--- src/rtl/serial_in_receiver.sv ---
// Receiver for the two-wire serial link: synchronises SerD/SerC, tracks start/stop,
// shifts in address and data MSB first, drives both ack slots and presents each frame.
module serial_in_receiver #(
  parameter int               sizeA       = 7,
  parameter int               sizeD       = 8,
  parameter logic [sizeA-1:0] OWN_ADDR    = 7'h2A,
  parameter bit               ADDR_FILTER = 1'b1
) (
  input  logic             clk_in,
  input  logic             reset_n,
  input  logic             SerD,
  input  logic             SerC,
  output logic             AckOE,
  output logic [sizeA-1:0] A_out,
  output logic [sizeD-1:0] D_out,
  output logic             Valid,
  output logic             Err,
  output logic             Busy
);

  localparam int MAXW = (sizeA > sizeD) ? sizeA : sizeD;
  localparam int CW   = $clog2(MAXW + 1);

  typedef enum logic [2:0] {
    S_IDLE, S_ADDR, S_ACK_A, S_DATA, S_ACK_D, S_STOP_WAIT
  } state_t;

  typedef struct packed {
    logic [sizeA-1:0] addr;
    logic [sizeD-1:0] data;
  } frame_t;

  state_t           state_q, state_d;
  logic [CW-1:0]    cnt_q, cnt_d;
  logic [sizeA-1:0] addr_sh_q, addr_sh_d;
  logic [sizeD-1:0] data_sh_q, data_sh_d;
  frame_t           frame_q, frame_d;
  logic             ackoe_q, ackoe_d;
  logic             ack_rise_q, ack_rise_d;
  logic             valid_q, valid_d;
  logic             err_q, err_d;

  logic sd_meta_q, sd_q, sd_prev_q;
  logic sc_meta_q, sc_q, sc_prev_q;

  logic sc_rise, sc_fall, sc_high, start_cond, stop_cond;

  // Start/stop only count while SerC is stably high, so a coincident SerC edge wins.
  assign sc_rise    = ~sc_prev_q &  sc_q;
  assign sc_fall    =  sc_prev_q & ~sc_q;
  assign sc_high    =  sc_prev_q &  sc_q;
  assign start_cond = sc_high &  sd_prev_q & ~sd_q;
  assign stop_cond  = sc_high & ~sd_prev_q &  sd_q;

  always_ff @(posedge clk_in or posedge reset_n) begin
    if (reset_n) begin
      sd_meta_q  <= 1'b1;
      sd_q       <= 1'b1;
      sd_prev_q  <= 1'b1;
      sc_meta_q  <= 1'b1;
      sc_q       <= 1'b1;
      sc_prev_q  <= 1'b1;
      state_q    <= S_IDLE;
      cnt_q      <= '0;
      addr_sh_q  <= '0;
      data_sh_q  <= '0;
      frame_q    <= '0;
      ackoe_q    <= 1'b0;
      ack_rise_q <= 1'b0;
      valid_q    <= 1'b0;
      err_q      <= 1'b0;
    end else begin
      sd_meta_q  <= SerD;
      sd_q       <= sd_meta_q;
      sd_prev_q  <= sd_q;
      sc_meta_q  <= SerC;
      sc_q       <= sc_meta_q;
      sc_prev_q  <= sc_q;
      state_q    <= state_d;
      cnt_q      <= cnt_d;
      addr_sh_q  <= addr_sh_d;
      data_sh_q  <= data_sh_d;
      frame_q    <= frame_d;
      ackoe_q    <= ackoe_d;
      ack_rise_q <= ack_rise_d;
      valid_q    <= valid_d;
      err_q      <= err_d;
    end
  end

  always_comb begin
    state_d    = state_q;
    cnt_d      = cnt_q;
    addr_sh_d  = addr_sh_q;
    data_sh_d  = data_sh_q;
    frame_d    = frame_q;
    ackoe_d    = ackoe_q;
    ack_rise_d = ack_rise_q;
    valid_d    = 1'b0;
    err_d      = 1'b0;

    if (start_cond) begin
      err_d      = (state_q != S_IDLE);
      state_d    = S_ADDR;
      cnt_d      = '0;
      ackoe_d    = 1'b0;
      ack_rise_d = 1'b0;
    end else if (stop_cond && state_q != S_IDLE && state_q != S_STOP_WAIT) begin
      err_d      = 1'b1;
      state_d    = S_IDLE;
      ackoe_d    = 1'b0;
      ack_rise_d = 1'b0;
    end else begin
      case (state_q)
        S_ADDR: if (sc_rise) begin
          addr_sh_d = {addr_sh_q[sizeA-2:0], sd_q};
          cnt_d     = cnt_q + 1'b1;
          if (cnt_q == CW'(sizeA - 1)) begin
            cnt_d      = '0;
            ack_rise_d = 1'b0;
            if (ADDR_FILTER && addr_sh_d != OWN_ADDR) state_d = S_IDLE;
            else                                      state_d = S_ACK_A;
          end
        end
        S_ACK_A, S_ACK_D: begin
          // First fall opens the slot, the rise is the ack bit, the next fall closes it.
          if (sc_rise && ackoe_q) ack_rise_d = 1'b1;
          if (sc_fall) begin
            if (!ackoe_q) ackoe_d = 1'b1;
            else if (ack_rise_q) begin
              ackoe_d    = 1'b0;
              ack_rise_d = 1'b0;
              cnt_d      = '0;
              state_d    = (state_q == S_ACK_A) ? S_DATA : S_STOP_WAIT;
            end
          end
        end
        S_DATA: if (sc_rise) begin
          data_sh_d = {data_sh_q[sizeD-2:0], sd_q};
          cnt_d     = cnt_q + 1'b1;
          if (cnt_q == CW'(sizeD - 1)) begin
            cnt_d      = '0;
            ack_rise_d = 1'b0;
            state_d    = S_ACK_D;
          end
        end
        S_STOP_WAIT: begin
          if (stop_cond) begin
            frame_d.addr = addr_sh_q;
            frame_d.data = data_sh_q;
            valid_d      = 1'b1;
            state_d      = S_IDLE;
          end else if (sc_fall) begin
            err_d   = 1'b1;
            state_d = S_IDLE;
          end
        end
        default: ;
      endcase
    end
  end

  always_comb begin
    AckOE = ackoe_q;
    Valid = valid_q;
    Err   = err_q;
    Busy  = (state_q != S_IDLE);
    A_out = frame_q.addr;
    D_out = frame_q.data;
  end

endmodule

--- config.mk ---
export PLATFORM = sky130hd
export DESIGN_NAME = serial_in_receiver
export DESIGN_NICKNAME = d
export VERILOG_FILES = /design/src/rtl/serial_in_receiver.sv
export SDC_FILE = /design/constraint.sdc
export NUM_CORES = 1
export LEC_CHECK = 0
export ABC_CLOCK_PERIOD_IN_PS = 4150
export BUFFER_PORTS_ARGS = -buffer_cell sky130_fd_sc_hd__buf_2
export CORE_AREA = 3 3 90 92
export DETAILED_ROUTE_END_ITERATION = 7
export DIE_AREA = 0 0 93 95
export PLACE_DENSITY = 0.5
export SYNTH_ARGS = -nofsm -noshare
export SYNTH_HDL_FRONTEND = slang
export SYNTH_SLANG_ARGS = --single-unit
--- constraint.sdc ---
create_clock -name clk_in -period 4.15 [get_ports clk_in]
set_input_delay 1.245 -clock clk_in [delete_from_list [all_inputs] [get_ports clk_in]]
set_output_delay 1.245 -clock clk_in [all_outputs]
set_load 0.02 [all_outputs]
==> results.md <==
- Ant. Diodes: 0
- Vias per cell: between 4 and 5
- Clock Path Buffers: 2
- Core Box Area: 7290 sq um
- Worst Path Required: 2.90 ns
- Worst setup startpoint: state_q[1]$_DFFE_PP0P_
- Yosys Warn Count: 0
- Post-synth cell types: 51
- Die H: 95 um
- Root Driver: clkbuf_8
- Remaining global-route overflow: 0
- Cts bufs inserted: 5
- TNS Setup: 0 ns
- Vias in the first global route: 1458
- Leak Pwr: 1.19 nW
- RSZ-0062 raised after global routing: no
- Startpoint Class: register
- # H-tree levels: 2
- Antenna Violating Nets Remaining: 0
- Clock sink count: 47
- Placement Cell Area: 2370 sq um
- Max stage delay cell, worst path: dfrtp_1
- Clk_lat worst skew: between 0.2 and 0.3 ns
- RR Startpoint: state_q[2]$_DFFE_PP0P_
- Area growth syn-to-layout: 14.2%
- Post-DP HPWL: around 2.8 mm
- Syn avg cell area: 12.4 sq um
- Max incr delay on CP: 0.58 ns
- NumNets Final: 204
- Synthesized Nets: ~180
- I/O pins: 23
- Relative slew slack: 0.235
- Clk slew on worst S/H paths: 0.08 ns
- Ys flop type: dfrtp_1
- Power Total: 0.000957 W
- Period utilization: 0.653
- Max cap viols: 0
- Die W: 93 um
- Crit path time final: 2.71 ns
- F_max: 0.369 GHz
- Port-buffer cells: 22
- Routed len/inst: 14.0 um
- Cell Rows: 31
- Via count: 1420
- Gr usage total: 0.103
- DRT iter0 DRCs: between 100 and 150
- Crit. End Element: output pin
- Post_cts resized: 0
- Register area share after synthesis: 0.546
- Share of flip-flops with an asynchronous set or reset: 1.00
- HP Start: sc_meta_q$_DFF_PP1_
- Die ar.: 8840 sq um
- Starting Density: 0.297
- Residual DRC count: 0
- WHS: 0.359 ns
- Peak VDD IR: 0.000154 V
- Crit path cell chain: or3_1, buf_2
- Initial antenna violation count: 0
- Crit path kind: register to output pin
- Final Skew: 0.00827 ns
- Highest fanout seen on the critical path: 19
- # hold bufs at CTS: 0
- Fraction of layout instances using a drive strength above 1: 0.317
- Crit path DAT: about 1.5 ns
- CTS tree: yes
- Post-Syn Instances: 175
- EDFF count, synth: 0
- Final Instance Area: 2480 sq um
- Slew Limit Fails: 0
- First-pass DRT Iterations: 4
- Hold Vio Cnt, Final: 0
- Final setup viols: 0
- Largest net degree at the start of global routing: 48
- Flops & latches, synth: 47
- Post-Route WL: 4.18 mm
- Worst-Margin Slew: 1.14 ns
- Status: finished clean
- Cell Area, Synth: about 2200 sq um
- Hold crit path type: register to register
- Power per Cell Area: roughly 390 nW/um^2
- Global-route wire length before repair: 7.22 mm
- Post-CTS Setup Bufs: 0
- Placer congestion estimate: 0.776
state kept, by name (all words and copies together) (netlist names):
| signal | count |
|---|---|
| sc_meta_q | 1 |
| D_out | 8 |
| state_q | 3 |
| AckOE | 1 |
| sd_prev_q | 1 |
| sd_meta_q | 1 |
| sd_q | 1 |
| data_sh_q | 8 |
| sc_prev_q | 1 |
| Valid | 1 |
| sc_q | 1 |
| cnt_q | 4 |
| ack_rise_q | 1 |
| Err | 1 |
| addr_sh_q | 7 |
| A_out | 7 |
cell usage in the layout (no fill, tap or decap), types with 3 or more instances in the layout:
cell type / count
mux2_2: 21
o21ai_0: 8
nor2_1: 9
a21oi_1: 7
dfstp_2: 6
mux2_1: 10
nand2b_1: 7
nand2_1: 6
nand4b_1: 3
dfrtp_1: 41
nand3_1: 3
clkbuf_8: 5
nand3b_1: 3
buf_2: 22
worst max-delay path: cells and delay by family (launching register included):
family	cells	cell delay, ns
buffers and inverters	1	0.17
and+or+nand+nor	1	0.43
DFF	1	0.58
power breakdown:
group,internal (W),leakage [nW],total [W],switching (W)
Clock,0.000180,0.0514,0.000334,0.000154
Combinational,0.0000435,0.506,0.000106,0.0000621
Sequential,0.000481,0.634,0.000517,0.0000359
Total,0.000705,1.19,0.000957,0.000252
through the flow:
step	util	worst slack, ns	instances
2_1_floorplan	-	1.80	175
3_3_place_gp	0.324	1.76	290
3_5_place_dp	0.324	1.73	290
4_1_cts	0.340	1.42	298
5_1_grt	0.340	1.36	298
6_report	0.340	1.44	298
per-layer routing:
metal / vias up / share of wire / GRT usage
li1: 687 / - / -
met1: 702 / 0.49 / 0.137
met2: 29 / 0.47 / 0.166
met3: 2 / 0.035 / 0.0223
met4: 0 / 0.0069 / 0.0342
met5: - / 0 / 0
cell families after synthesis:
kind of cell	count (synthesis)	synth area share
and+or+nand+nor	48	0.140
DFF	47	0.546
AOI/OAI and AO/OA	34	0.106
muxes	31	0.161
buffers and inverters	10	0.0237
xor gates and xnor gates	3	0.0121
adders and majority gates	2	0.0115
worst paths after layout:
| path | slack (ns) | endpoint | cells past startpoint |
|---|---|---|---|
| worst max-delay path | 1.44 | Busy | 2 |
| worst min-delay path | 0.36 | sc_q$_DFF_PP1_ | 0 |
| worst max register to register | 1.79 | A_out[2]$_DFFE_PP0P_ | 3 |
| worst min register to register | 0.36 | sc_q$_DFF_PP1_ | 0 |
| max in group asynchronous | 2.37 | state_q[0]$_DFFE_PP0P_ | 2 |
| min in group asynchronous | 1.18 | D_out[0]$_DFFE_PP0P_ | 2 |
cells in the mapped netlist (2+ instances only):
| cell type | instances | area [sq um] |
|---|---|---|
| dfrtp_1 | 41 | 1030 |
| mux2_2 | 21 | 236 |
| mux2_1 | 10 | 113 |
| nor2_1 | 9 | 33.8 |
| o21ai_0 | 8 | 40.0 |
| a21oi_1 | 7 | 35.0 |
| nand2b_1 | 7 | 43.8 |
| dfstp_2 | 6 | 158 |
| nand2_1 | 6 | 22.5 |
| buf_2 | 5 | 25.0 |
| inv_1 | 3 | 11.3 |
| nand3_1 | 3 | 15.0 |
| nand3b_1 | 3 | 22.5 |
| nand4b_1 | 3 | 26.3 |
| a31oi_1 | 2 | 12.5 |
| ha_1 | 2 | 25.0 |
| nor3_1 | 2 | 10.0 |
| o2bb2ai_1 | 2 | 17.5 |
| or3_1 | 2 | 12.5 |
| xor2_1 | 2 | 17.5 |
final cells by class:
type / instances / area (sq um)
clock inverters: 2 / 37.5
flip-flops and latches: 47 / 1180
fillers: 779 / 4820
inverters: 4 / 15.0
repair buffers: 22 / 110
clock buffers: 6 / 72.6
multi-input cells: 118 / 933
well taps: 99 / 124
Power figures use the tool's default switching activity.
